<file path="src/rtl/decoder_iq_if.sv">
// Fetch / dispatch bundle for the decode stage with instruction queue.
// slave: the decoder's view. master: the surrounding pipeline's view.
interface decoder_iq_if;
  logic        rdy;
  logic        jp_wrong;
  logic        ins_flag;
  logic [31:0] ins;
  logic [31:0] pc;
  logic        jp_flag;
  logic [31:0] jp_pc;
  logic        stall_IF;
  logic        ROB_full;
  logic        ins_flag_ROB;
  logic        ins_flag_RS;
  logic        ins_flag_LSB;
  logic        illegal;
  logic [4:0]  rs1;
  logic [4:0]  rs2;
  logic [4:0]  rd;
  logic [5:0]  insty;
  logic [2:0]  insty_LSB;
  logic [31:0] imm;
  logic [31:0] pc_ROB;
  logic [31:0] jp_pc_ROB;
  logic        jp_flag_ROB;

  modport slave (
    input  rdy, jp_wrong, ins_flag, ins, pc, jp_flag, jp_pc, ROB_full,
    output stall_IF, ins_flag_ROB, ins_flag_RS, ins_flag_LSB, illegal,
           rs1, rs2, rd, insty, insty_LSB, imm, pc_ROB, jp_pc_ROB, jp_flag_ROB
  );

  modport master (
    output rdy, jp_wrong, ins_flag, ins, pc, jp_flag, jp_pc, ROB_full,
    input  stall_IF, ins_flag_ROB, ins_flag_RS, ins_flag_LSB, illegal,
           rs1, rs2, rd, insty, insty_LSB, imm, pc_ROB, jp_pc_ROB, jp_flag_ROB
  );
endinterface

</file>
<file path="src/rtl/decoder_iq.sv">
// RV32I decode stage with a circular instruction queue of 2**QA_W entries.
// Pops and decodes at most one instruction per cycle into registered
// dispatch fields; flushes on misprediction; flags illegal encodings.
// insty encoding groups: loads 8+funct3, stores 16+funct3, branches
// 24+funct3, OP-IMM 32+funct3, OP 48+funct3, ins[30] adds 8 (SUB/SRA/SRAI).
module decoder_iq #(
  parameter int unsigned QA_W = 3
) (
  input logic         clk,
  input logic         rst,
  decoder_iq_if.slave bus
);
  localparam int unsigned DEPTH = 1 << QA_W;
  localparam logic [QA_W:0] FULL   = {1'b1, {QA_W{1'b0}}};
  localparam logic [QA_W:0] ALMOST = {1'b0, {QA_W{1'b1}}};

  typedef enum logic [6:0] {
    OPC_LOAD   = 7'h03,
    OPC_OPIMM  = 7'h13,
    OPC_AUIPC  = 7'h17,
    OPC_STORE  = 7'h23,
    OPC_OP     = 7'h33,
    OPC_LUI    = 7'h37,
    OPC_BRANCH = 7'h63,
    OPC_JALR   = 7'h67,
    OPC_JAL    = 7'h6F
  } opcode_e;

  typedef enum logic [5:0] {
    I_NONE  = 6'd0,  I_LUI   = 6'd1,  I_AUIPC = 6'd2,  I_JAL   = 6'd3,
    I_JALR  = 6'd4,
    I_LB    = 6'd8,  I_LH    = 6'd9,  I_LW    = 6'd10, I_LBU   = 6'd12,
    I_LHU   = 6'd13,
    I_SB    = 6'd16, I_SH    = 6'd17, I_SW    = 6'd18,
    I_BEQ   = 6'd24, I_BNE   = 6'd25, I_BLT   = 6'd28, I_BGE   = 6'd29,
    I_BLTU  = 6'd30, I_BGEU  = 6'd31,
    I_ADDI  = 6'd32, I_SLLI  = 6'd33, I_SLTI  = 6'd34, I_SLTIU = 6'd35,
    I_XORI  = 6'd36, I_SRLI  = 6'd37, I_ORI   = 6'd38, I_ANDI  = 6'd39,
    I_SRAI  = 6'd45,
    I_ADD   = 6'd48, I_SLL   = 6'd49, I_SLT   = 6'd50, I_SLTU  = 6'd51,
    I_XOR   = 6'd52, I_SRL   = 6'd53, I_OR    = 6'd54, I_AND   = 6'd55,
    I_SUB   = 6'd56, I_SRA   = 6'd61
  } insty_e;

  typedef struct packed {
    logic [31:0] ins;
    logic [31:0] pc;
    logic        jp_flag;
    logic [31:0] jp_pc;
  } entry_t;

  entry_t          mem [0:DEPTH-1];
  logic [QA_W-1:0] head;
  logic [QA_W-1:0] tail;
  logic [QA_W:0]   count;
  logic            push;
  logic            pop;

  entry_t      h;
  logic [2:0]  f3;
  logic [31:0] imm_i;
  insty_e      d_insty;
  logic [4:0]  d_rd, d_rs1, d_rs2;
  logic [31:0] d_imm;
  logic        d_rs, d_lsb, d_ill;

  logic        q_flag_rob, q_flag_rs, q_flag_lsb, q_ill, q_jp_flag;
  logic [4:0]  q_rd, q_rs1, q_rs2;
  insty_e      q_insty;
  logic [31:0] q_imm, q_pc, q_jp_pc;

  // A push may land on a full queue only when the head leaves the same cycle.
  assign pop  = bus.rdy && !bus.jp_wrong && !bus.ROB_full && (count != '0);
  assign push = bus.rdy && !bus.jp_wrong && bus.ins_flag && ((count < FULL) || pop);

  assign bus.stall_IF = (count >= ALMOST);

  // Queue pointers and occupancy; misprediction empties the queue.
  always_ff @(posedge clk or posedge rst) begin
    if (rst) begin
      head  <= '0;
      tail  <= '0;
      count <= '0;
    end else if (bus.rdy) begin
      if (bus.jp_wrong) begin
        head  <= '0;
        tail  <= '0;
        count <= '0;
      end else begin
        if (push) tail <= tail + QA_W'(1);
        if (pop)  head <= head + QA_W'(1);
        case ({push, pop})
          2'b10:   count <= count + (QA_W+1)'(1);
          2'b01:   count <= count - (QA_W+1)'(1);
          default: ;
        endcase
      end
    end
  end

  // Queue storage; entries become visible to the head one cycle after writing.
  always_ff @(posedge clk) begin
    if (push) mem[tail] <= '{ins: bus.ins, pc: bus.pc, jp_flag: bus.jp_flag, jp_pc: bus.jp_pc};
  end

  assign h     = mem[head];
  assign f3    = h.ins[14:12];
  assign imm_i = {{20{h.ins[31]}}, h.ins[31:20]};

  // Decode of the head entry; illegal encodings collapse to a bare ROB entry.
  always_comb begin
    d_insty = I_NONE;
    d_rd    = h.ins[11:7];
    d_rs1   = h.ins[19:15];
    d_rs2   = '0;
    d_imm   = '0;
    d_rs    = 1'b0;
    d_lsb   = 1'b0;
    d_ill   = 1'b0;
    case (opcode_e'(h.ins[6:0]))
      OPC_LUI: begin
        d_insty = I_LUI;
        d_rs1   = '0;
        d_imm   = {h.ins[31:12], 12'b0};
      end
      OPC_AUIPC: begin
        d_insty = I_AUIPC;
        d_rs1   = '0;
        d_imm   = {h.ins[31:12], 12'b0};
      end
      OPC_JAL: begin
        d_insty = I_JAL;
        d_rs1   = '0;
        d_imm   = {{12{h.ins[31]}}, h.ins[19:12], h.ins[20], h.ins[30:21], 1'b0};
      end
      OPC_JALR: begin
        d_insty = I_JALR;
        d_imm   = imm_i;
        d_rs    = 1'b1;
      end
      OPC_BRANCH: begin
        d_rd  = '0;
        d_rs2 = h.ins[24:20];
        d_imm = {{20{h.ins[31]}}, h.ins[7], h.ins[30:25], h.ins[11:8], 1'b0};
        d_rs  = 1'b1;
        if (f3 == 3'd2 || f3 == 3'd3) d_ill = 1'b1;
        else d_insty = insty_e'({3'b011, f3});
      end
      OPC_LOAD: begin
        d_imm = imm_i;
        d_lsb = 1'b1;
        if (f3 == 3'd3 || f3 >= 3'd6) d_ill = 1'b1;
        else d_insty = insty_e'({3'b001, f3});
      end
      OPC_STORE: begin
        d_rd  = '0;
        d_rs2 = h.ins[24:20];
        d_imm = {{20{h.ins[31]}}, h.ins[31:25], h.ins[11:7]};
        d_lsb = 1'b1;
        if (f3 >= 3'd3) d_ill = 1'b1;
        else d_insty = insty_e'({3'b010, f3});
      end
      OPC_OPIMM: begin
        d_rs = 1'b1;
        if (f3 == 3'd1 || f3 == 3'd5) begin
          d_imm = {27'b0, h.ins[24:20]};
          if (f3 == 3'd1 && h.ins[30]) d_ill = 1'b1;
          else d_insty = insty_e'({2'b10, h.ins[30], f3});
        end else begin
          d_imm   = imm_i;
          d_insty = insty_e'({3'b100, f3});
        end
      end
      OPC_OP: begin
        d_rs2 = h.ins[24:20];
        d_rs  = 1'b1;
        if (h.ins[30] && f3 != 3'd0 && f3 != 3'd5) d_ill = 1'b1;
        else d_insty = insty_e'({2'b11, h.ins[30], f3});
      end
      default: d_ill = 1'b1;
    endcase
    if (d_ill) begin
      d_insty = I_NONE;
      d_rd    = '0;
      d_rs1   = '0;
      d_rs2   = '0;
      d_imm   = '0;
      d_rs    = 1'b0;
      d_lsb   = 1'b0;
    end
  end

  // Dispatch registers: flags pulse on pop, data fields hold otherwise.
  always_ff @(posedge clk or posedge rst) begin
    if (rst) begin
      q_flag_rob <= 1'b0;
      q_flag_rs  <= 1'b0;
      q_flag_lsb <= 1'b0;
      q_ill      <= 1'b0;
      q_rd       <= '0;
      q_rs1      <= '0;
      q_rs2      <= '0;
      q_insty    <= I_NONE;
      q_imm      <= '0;
      q_pc       <= '0;
      q_jp_pc    <= '0;
      q_jp_flag  <= 1'b0;
    end else if (bus.rdy) begin
      if (pop) begin
        q_flag_rob <= 1'b1;
        q_flag_rs  <= d_rs;
        q_flag_lsb <= d_lsb;
        q_ill      <= d_ill;
        q_rd       <= d_rd;
        q_rs1      <= d_rs1;
        q_rs2      <= d_rs2;
        q_insty    <= d_insty;
        q_imm      <= d_imm;
        q_pc       <= h.pc;
        q_jp_pc    <= h.jp_pc;
        q_jp_flag  <= h.jp_flag;
      end else begin
        q_flag_rob <= 1'b0;
        q_flag_rs  <= 1'b0;
        q_flag_lsb <= 1'b0;
        q_ill      <= 1'b0;
      end
    end
  end

  assign bus.ins_flag_ROB = q_flag_rob;
  assign bus.ins_flag_RS  = q_flag_rs;
  assign bus.ins_flag_LSB = q_flag_lsb;
  assign bus.illegal      = q_ill;
  assign bus.rd           = q_rd;
  assign bus.rs1          = q_rs1;
  assign bus.rs2          = q_rs2;
  assign bus.insty        = q_insty;
  assign bus.insty_LSB    = q_insty[2:0];
  assign bus.imm          = q_imm;
  assign bus.pc_ROB       = q_pc;
  assign bus.jp_pc_ROB    = q_jp_pc;
  assign bus.jp_flag_ROB  = q_jp_flag;
endmodule
</file>
<file path="src/flat_wrapper.sv">
// flat-port wrapper written by rule: the top's interface ports become plain ports
module decoder_iq_flat 
#(
  parameter int unsigned QA_W = 3
)
  (clk, rst, bus_rdy, bus_jp_wrong, bus_ins_flag, bus_ins, bus_pc, bus_jp_flag, bus_jp_pc, bus_ROB_full, bus_stall_IF, bus_ins_flag_ROB, bus_ins_flag_RS, bus_ins_flag_LSB, bus_illegal, bus_rs1, bus_rs2, bus_rd, bus_insty, bus_insty_LSB, bus_imm, bus_pc_ROB, bus_jp_pc_ROB, bus_jp_flag_ROB);
  decoder_iq_if bus_i ();
  input logic clk;
  input logic rst;
  input wire logic [$bits(bus_i.rdy)-1:0] bus_rdy;
  input wire logic [$bits(bus_i.jp_wrong)-1:0] bus_jp_wrong;
  input wire logic [$bits(bus_i.ins_flag)-1:0] bus_ins_flag;
  input wire logic [$bits(bus_i.ins)-1:0] bus_ins;
  input wire logic [$bits(bus_i.pc)-1:0] bus_pc;
  input wire logic [$bits(bus_i.jp_flag)-1:0] bus_jp_flag;
  input wire logic [$bits(bus_i.jp_pc)-1:0] bus_jp_pc;
  input wire logic [$bits(bus_i.ROB_full)-1:0] bus_ROB_full;
  output wire logic [$bits(bus_i.stall_IF)-1:0] bus_stall_IF;
  output wire logic [$bits(bus_i.ins_flag_ROB)-1:0] bus_ins_flag_ROB;
  output wire logic [$bits(bus_i.ins_flag_RS)-1:0] bus_ins_flag_RS;
  output wire logic [$bits(bus_i.ins_flag_LSB)-1:0] bus_ins_flag_LSB;
  output wire logic [$bits(bus_i.illegal)-1:0] bus_illegal;
  output wire logic [$bits(bus_i.rs1)-1:0] bus_rs1;
  output wire logic [$bits(bus_i.rs2)-1:0] bus_rs2;
  output wire logic [$bits(bus_i.rd)-1:0] bus_rd;
  output wire logic [$bits(bus_i.insty)-1:0] bus_insty;
  output wire logic [$bits(bus_i.insty_LSB)-1:0] bus_insty_LSB;
  output wire logic [$bits(bus_i.imm)-1:0] bus_imm;
  output wire logic [$bits(bus_i.pc_ROB)-1:0] bus_pc_ROB;
  output wire logic [$bits(bus_i.jp_pc_ROB)-1:0] bus_jp_pc_ROB;
  output wire logic [$bits(bus_i.jp_flag_ROB)-1:0] bus_jp_flag_ROB;
  assign bus_i.rdy = bus_rdy;
  assign bus_i.jp_wrong = bus_jp_wrong;
  assign bus_i.ins_flag = bus_ins_flag;
  assign bus_i.ins = bus_ins;
  assign bus_i.pc = bus_pc;
  assign bus_i.jp_flag = bus_jp_flag;
  assign bus_i.jp_pc = bus_jp_pc;
  assign bus_i.ROB_full = bus_ROB_full;
  assign bus_stall_IF = bus_i.stall_IF;
  assign bus_ins_flag_ROB = bus_i.ins_flag_ROB;
  assign bus_ins_flag_RS = bus_i.ins_flag_RS;
  assign bus_ins_flag_LSB = bus_i.ins_flag_LSB;
  assign bus_illegal = bus_i.illegal;
  assign bus_rs1 = bus_i.rs1;
  assign bus_rs2 = bus_i.rs2;
  assign bus_rd = bus_i.rd;
  assign bus_insty = bus_i.insty;
  assign bus_insty_LSB = bus_i.insty_LSB;
  assign bus_imm = bus_i.imm;
  assign bus_pc_ROB = bus_i.pc_ROB;
  assign bus_jp_pc_ROB = bus_i.jp_pc_ROB;
  assign bus_jp_flag_ROB = bus_i.jp_flag_ROB;
  decoder_iq #(.QA_W(QA_W)) u_core (.clk(clk), .rst(rst), .bus(bus_i));
endmodule
</file>
<file path="config.mk">
export PLATFORM = sky130hd
export DESIGN_NAME = decoder_iq_flat
export DESIGN_NICKNAME = d
export VERILOG_FILES = /design/src/rtl/decoder_iq_if.sv /design/src/rtl/decoder_iq.sv /design/src/flat_wrapper.sv
export SDC_FILE = /design/constraint.sdc
export NUM_CORES = 1
export LEC_CHECK = 0
export CAP_MARGIN = 15
export CORE_ASPECT_RATIO = 0.5
export CORE_MARGIN = 10
export CORE_UTILIZATION = 50
export DETAILED_ROUTE_END_ITERATION = 10
export GPL_TIMING_DRIVEN = 0
export PLACE_DENSITY = 0.75
export SYNTH_ARGS = -nofsm -noshare
export SYNTH_HDL_FRONTEND = slang
export SYNTH_SLANG_ARGS = --single-unit
</file>
<file path="constraint.sdc">
create_clock -name clk -period 11.05 [get_ports clk]
set_clock_uncertainty 0.05 [all_clocks]
set_input_delay 1.6575 -clock clk [delete_from_list [all_inputs] [get_ports clk]]
set_output_delay 1.6575 -clock clk [all_outputs]
set_load 0.1 [all_outputs]
</file>
==> run metrics <==
post-layout util 60.7%; initial DRC count 2,168; Highest Clock Rate 209 MHz; total CTS buffers 80; Synth Register Bits 908; via count 18,224; antenna violations before repair 8; Synth Area per Inst 20.5 sq um; leakage power 0.0137 uW; Worst VDD drop 168 uV; Top Layer Used met5; First-pass DRT Iterations 5; IO buf count 227; Hold Path Class reg2reg; RSZ-0062 raised after global routing false; Arrival @ worst endpoint 5230 ps; Rows 68; yosys warns 0; pwr/cell area 209 nW/um^2; Post-CTS Repair Setup Buffers 0; metal3 WL 4680 um; CP Capture Type register; FILL cells 4,748; Die Y 207 um; first-pass GRT wire length 124,000 um; CTS sink count 908; final setup fails 0; hold buffers post-CTS 0; Area growth, synth to finish 19.8%; maximum clock path buffer count 3; total chip power 8770 uW; total gr overflow 0; worst skew pair latency 620 ps; vias per cell 5.90; crit path capture u_core.count[3]$_DFFE_PP0P_; H-Tree Depth 3; Worst Setup SP bus_rdy; vias in the first global route 18,935; CTS root buffer clkbuf_16; post-route insts no fill 3,089; Worst Max-Slew Pin Slew 1150 ps; Post-Synthesis Cells 1,711; top-area cell type share of the netlist area 66.4%; RR Startpoint u_core.head[1]$_DFFE_PP0P_; layout cells sized above 1 20.2%; required time of the worst setup path 11,490 ps; Slew Viols, Final 0; Synth Cell Area 35,100 sq um; DRC 0; Worst Setup Start Kind input pin; largest cells by area after synthesis edfxtp_1, mux4_2, dfrtp_1, mux2i_1, o21ai_0; worst r2r dst u_core.bus.pc_ROB[26]$_DFFE_PP0P_; met2 wire length 42,900 um; slew margin rel. 23.0%; Post-DRT Antenna Nets 0; maximum fanout along the worst path 10; die area 81,800 sq um; largest net degree at the start of global routing 73; core box area 69,300 sq um; Top FF cell, synth edfxtp_1; Die X-Extent 395 um; Total Nets Final 2,181; CTS clk-pin slew, worst paths 60 ps; Worst R2R Path Depth 9; mean routed wirelength per cell 26.6 um; DP HPWL 54,300 um; wl on met1 32,200 um; Max Cap Viol 0; placed insts 2,936; CTS tree yes; post_cts resized 0; Starting Density 50.7%; largest area contributor in the netlist edfxtp_1; distinct cell type count after synthesis 73; num ports 229; min Tclk post-route 4790 ps; crit path kind in2reg; outcome completed; Final Hold Viols 0; EDFF count, synth 776; final worst-path cycle share 43.3%; Synthesized Nets 1,819; Synth async-reset ratio 14.5%; Placer Congestion 0.883; sequential cell area fraction in the yosys report 75.8%; routed wire length 82,100 um; R2R setup slack 6630 ps; gr usage total 19.9%
==> Yosys cell counts (3+ instances only) <==
cell	count
mux2i_1	74
clkbuf_8	3
buf_1	15
ha_1	4
inv_1	8
nor4_1	10
a21o_1	4
nand2_1	104
o21ai_0	92
nand3b_1	4
nor2_1	15
mux2i_2	3
a32o_1	22
mux4_2	174
clkbuf_1	37
buf_4	5
nor3_1	9
mux4_1	16
a22o_1	19
buf_8	4
edfxtp_1	776
a31oi_1	4
a21oi_1	27
buf_6	7
buf_2	18
nand2b_1	3
mux2i_4	3
nand4_1	8
o21ai_1	11
nor3_2	3
a211oi_2	3
nand3_1	14
dfrtp_1	132
mux2_2	23
o2bb2ai_1	6
o211ai_1	4
==> worst min path at each step <==
stage               cells after the start                                 start                                   end
finish                                  2  u_core.bus.jp_pc_ROB[24]$_DFFE_PP0P_  u_core.bus.jp_pc_ROB[24]$_DFFE_PP0P_
global placement                        2     u_core.bus.pc_ROB[23]$_DFFE_PP0P_     u_core.bus.pc_ROB[23]$_DFFE_PP0P_
detailed placement                      2  u_core.bus.jp_pc_ROB[16]$_DFFE_PP0P_  u_core.bus.jp_pc_ROB[16]$_DFFE_PP0P_
CTS                                     2  u_core.bus.jp_pc_ROB[16]$_DFFE_PP0P_  u_core.bus.jp_pc_ROB[16]$_DFFE_PP0P_
global route                            2  u_core.bus.jp_pc_ROB[26]$_DFFE_PP0P_  u_core.bus.jp_pc_ROB[26]$_DFFE_PP0P_
floorplan                               2           u_core.count[3]$_DFFE_PP0P_           u_core.count[3]$_DFFE_PP0P_
==> metal layers <==
layer / track usage, % / vias to the layer above
met5: 0 / -
met4: 6.57 / 2
met3: 3.45 / 136
met2: 34.3 / 698
met1: 25.5 / 9582
li1: - / 7806
==> layout by cell type, fill, tap and decap left out, types with 4 or more instances in the layout <==
master / Yosys / final
edfxtp_1: 776 / 776
clkdlybuf4s50_1: 0 / 227
mux4_2: 174 / 174
dfrtp_1: 132 / 132
nand2_1: 104 / 104
o21ai_0: 92 / 92
clkbuf_16: 0 / 85
mux2i_1: 74 / 74
clkbuf_1: 37 / 64
buf_6: 7 / 27
a21oi_1: 27 / 27
mux2_2: 23 / 23
a32o_1: 22 / 22
buf_12: 1 / 20
buf_2: 18 / 19
a22o_1: 19 / 19
mux4_1: 16 / 16
buf_1: 15 / 15
nand3_1: 14 / 14
clkinv_1: 0 / 14
clkbuf_8: 3 / 11
o21ai_1: 11 / 11
nor4_1: 10 / 9
buf_8: 4 / 9
nor2_1: 15 / 9
nand4_1: 8 / 8
diode_2: 0 / 7
nor3_1: 9 / 7
inv_1: 8 / 7
clkinv_2: 0 / 7
buf_16: 0 / 7
buf_4: 5 / 6
o2bb2ai_1: 6 / 6
nor2_4: 0 / 6
nor3_2: 3 / 5
nand3b_1: 4 / 4
o211ai_1: 4 / 4
a31oi_1: 4 / 4
a21o_1: 4 / 4
ha_1: 4 / 4
==> power breakdown <==
part / switching [uW] / total, uW / internal [uW]
logic: 1470 / 2090 / 622
registers: 103 / 3980 / 3880
clock network: 1190 / 2700 / 1510
==> critical path, cell delays in order <==
cell and delay, ps:
clkdlybuf4s50_1 620, or2b_4 340, or3_1 340, clkbuf_1 410
clkbuf_8 330, nor2_1 330, ha_1 320, a21o_1 190
a21oi_1 170, xor2_1 210, nor3_1 70, a21oi_1 140
o21ai_0 80
==> layout make-up <==
type                       count  area (sq um)  area share (%)
buffer                        90           523            1.24
multi-input combinational    705          7990            19.0
clock buffer                 120          2340            5.56
timing repair buffer         280          3160            7.51
clock inverter                26           176           0.420
sequential                   908         26600            63.3
antenna                        7          17.5          0.0417
inverter                       8          35.0          0.0834
tap                          945          1180            2.81
==> stage by stage <==
step | hold slack [ps] | setup WS [ps] | setup TNS (ps) | instance area (sq um)
after floorplan | 468 | 955 | 0 | 35100
after global placement | 413 | -6870 | -2009510 | 38500
after detailed placement | 420 | 5610 | 0 | 39500
after CTS | 435 | 6260 | 0 | 42000
after global routing | 461 | 6080 | 0 | 42000
final | 432 | 6260 | 0 | 42000
==> kinds of logic after synthesis <==
kind of cell | synth area share, %
flops | 75.8
mux | 15.6
compound gates | 4.02
simple gates | 2.67
buf+inv | 1.58
fa+ha+maj | 0.200
xor+xnor | 0.0999
==> sequential cells by signal (all words and copies together), names as in the netlist <==
| name | flops |
|---|---|
| u_core.bus.insty | 6 |
| u_core.bus.illegal | 1 |
| u_core.tail | 3 |
| u_core.bus.rd | 5 |
| u_core.bus.ins_flag_RS | 1 |
| u_core.bus.jp_flag_ROB | 1 |
| u_core.head | 3 |
| u_core.bus.imm | 32 |
| u_core.bus.rs2 | 5 |
| u_core.bus.ins_flag_ROB | 1 |
| u_core.count | 4 |
| u_core.bus.ins_flag_LSB | 1 |
| u_core.bus.jp_pc_ROB | 32 |
| u_core.bus.pc_ROB | 32 |
| u_core.mem | 776 |
| u_core.bus.rs1 | 5 |
Note: power is estimated with default switching activity, not from simulation.
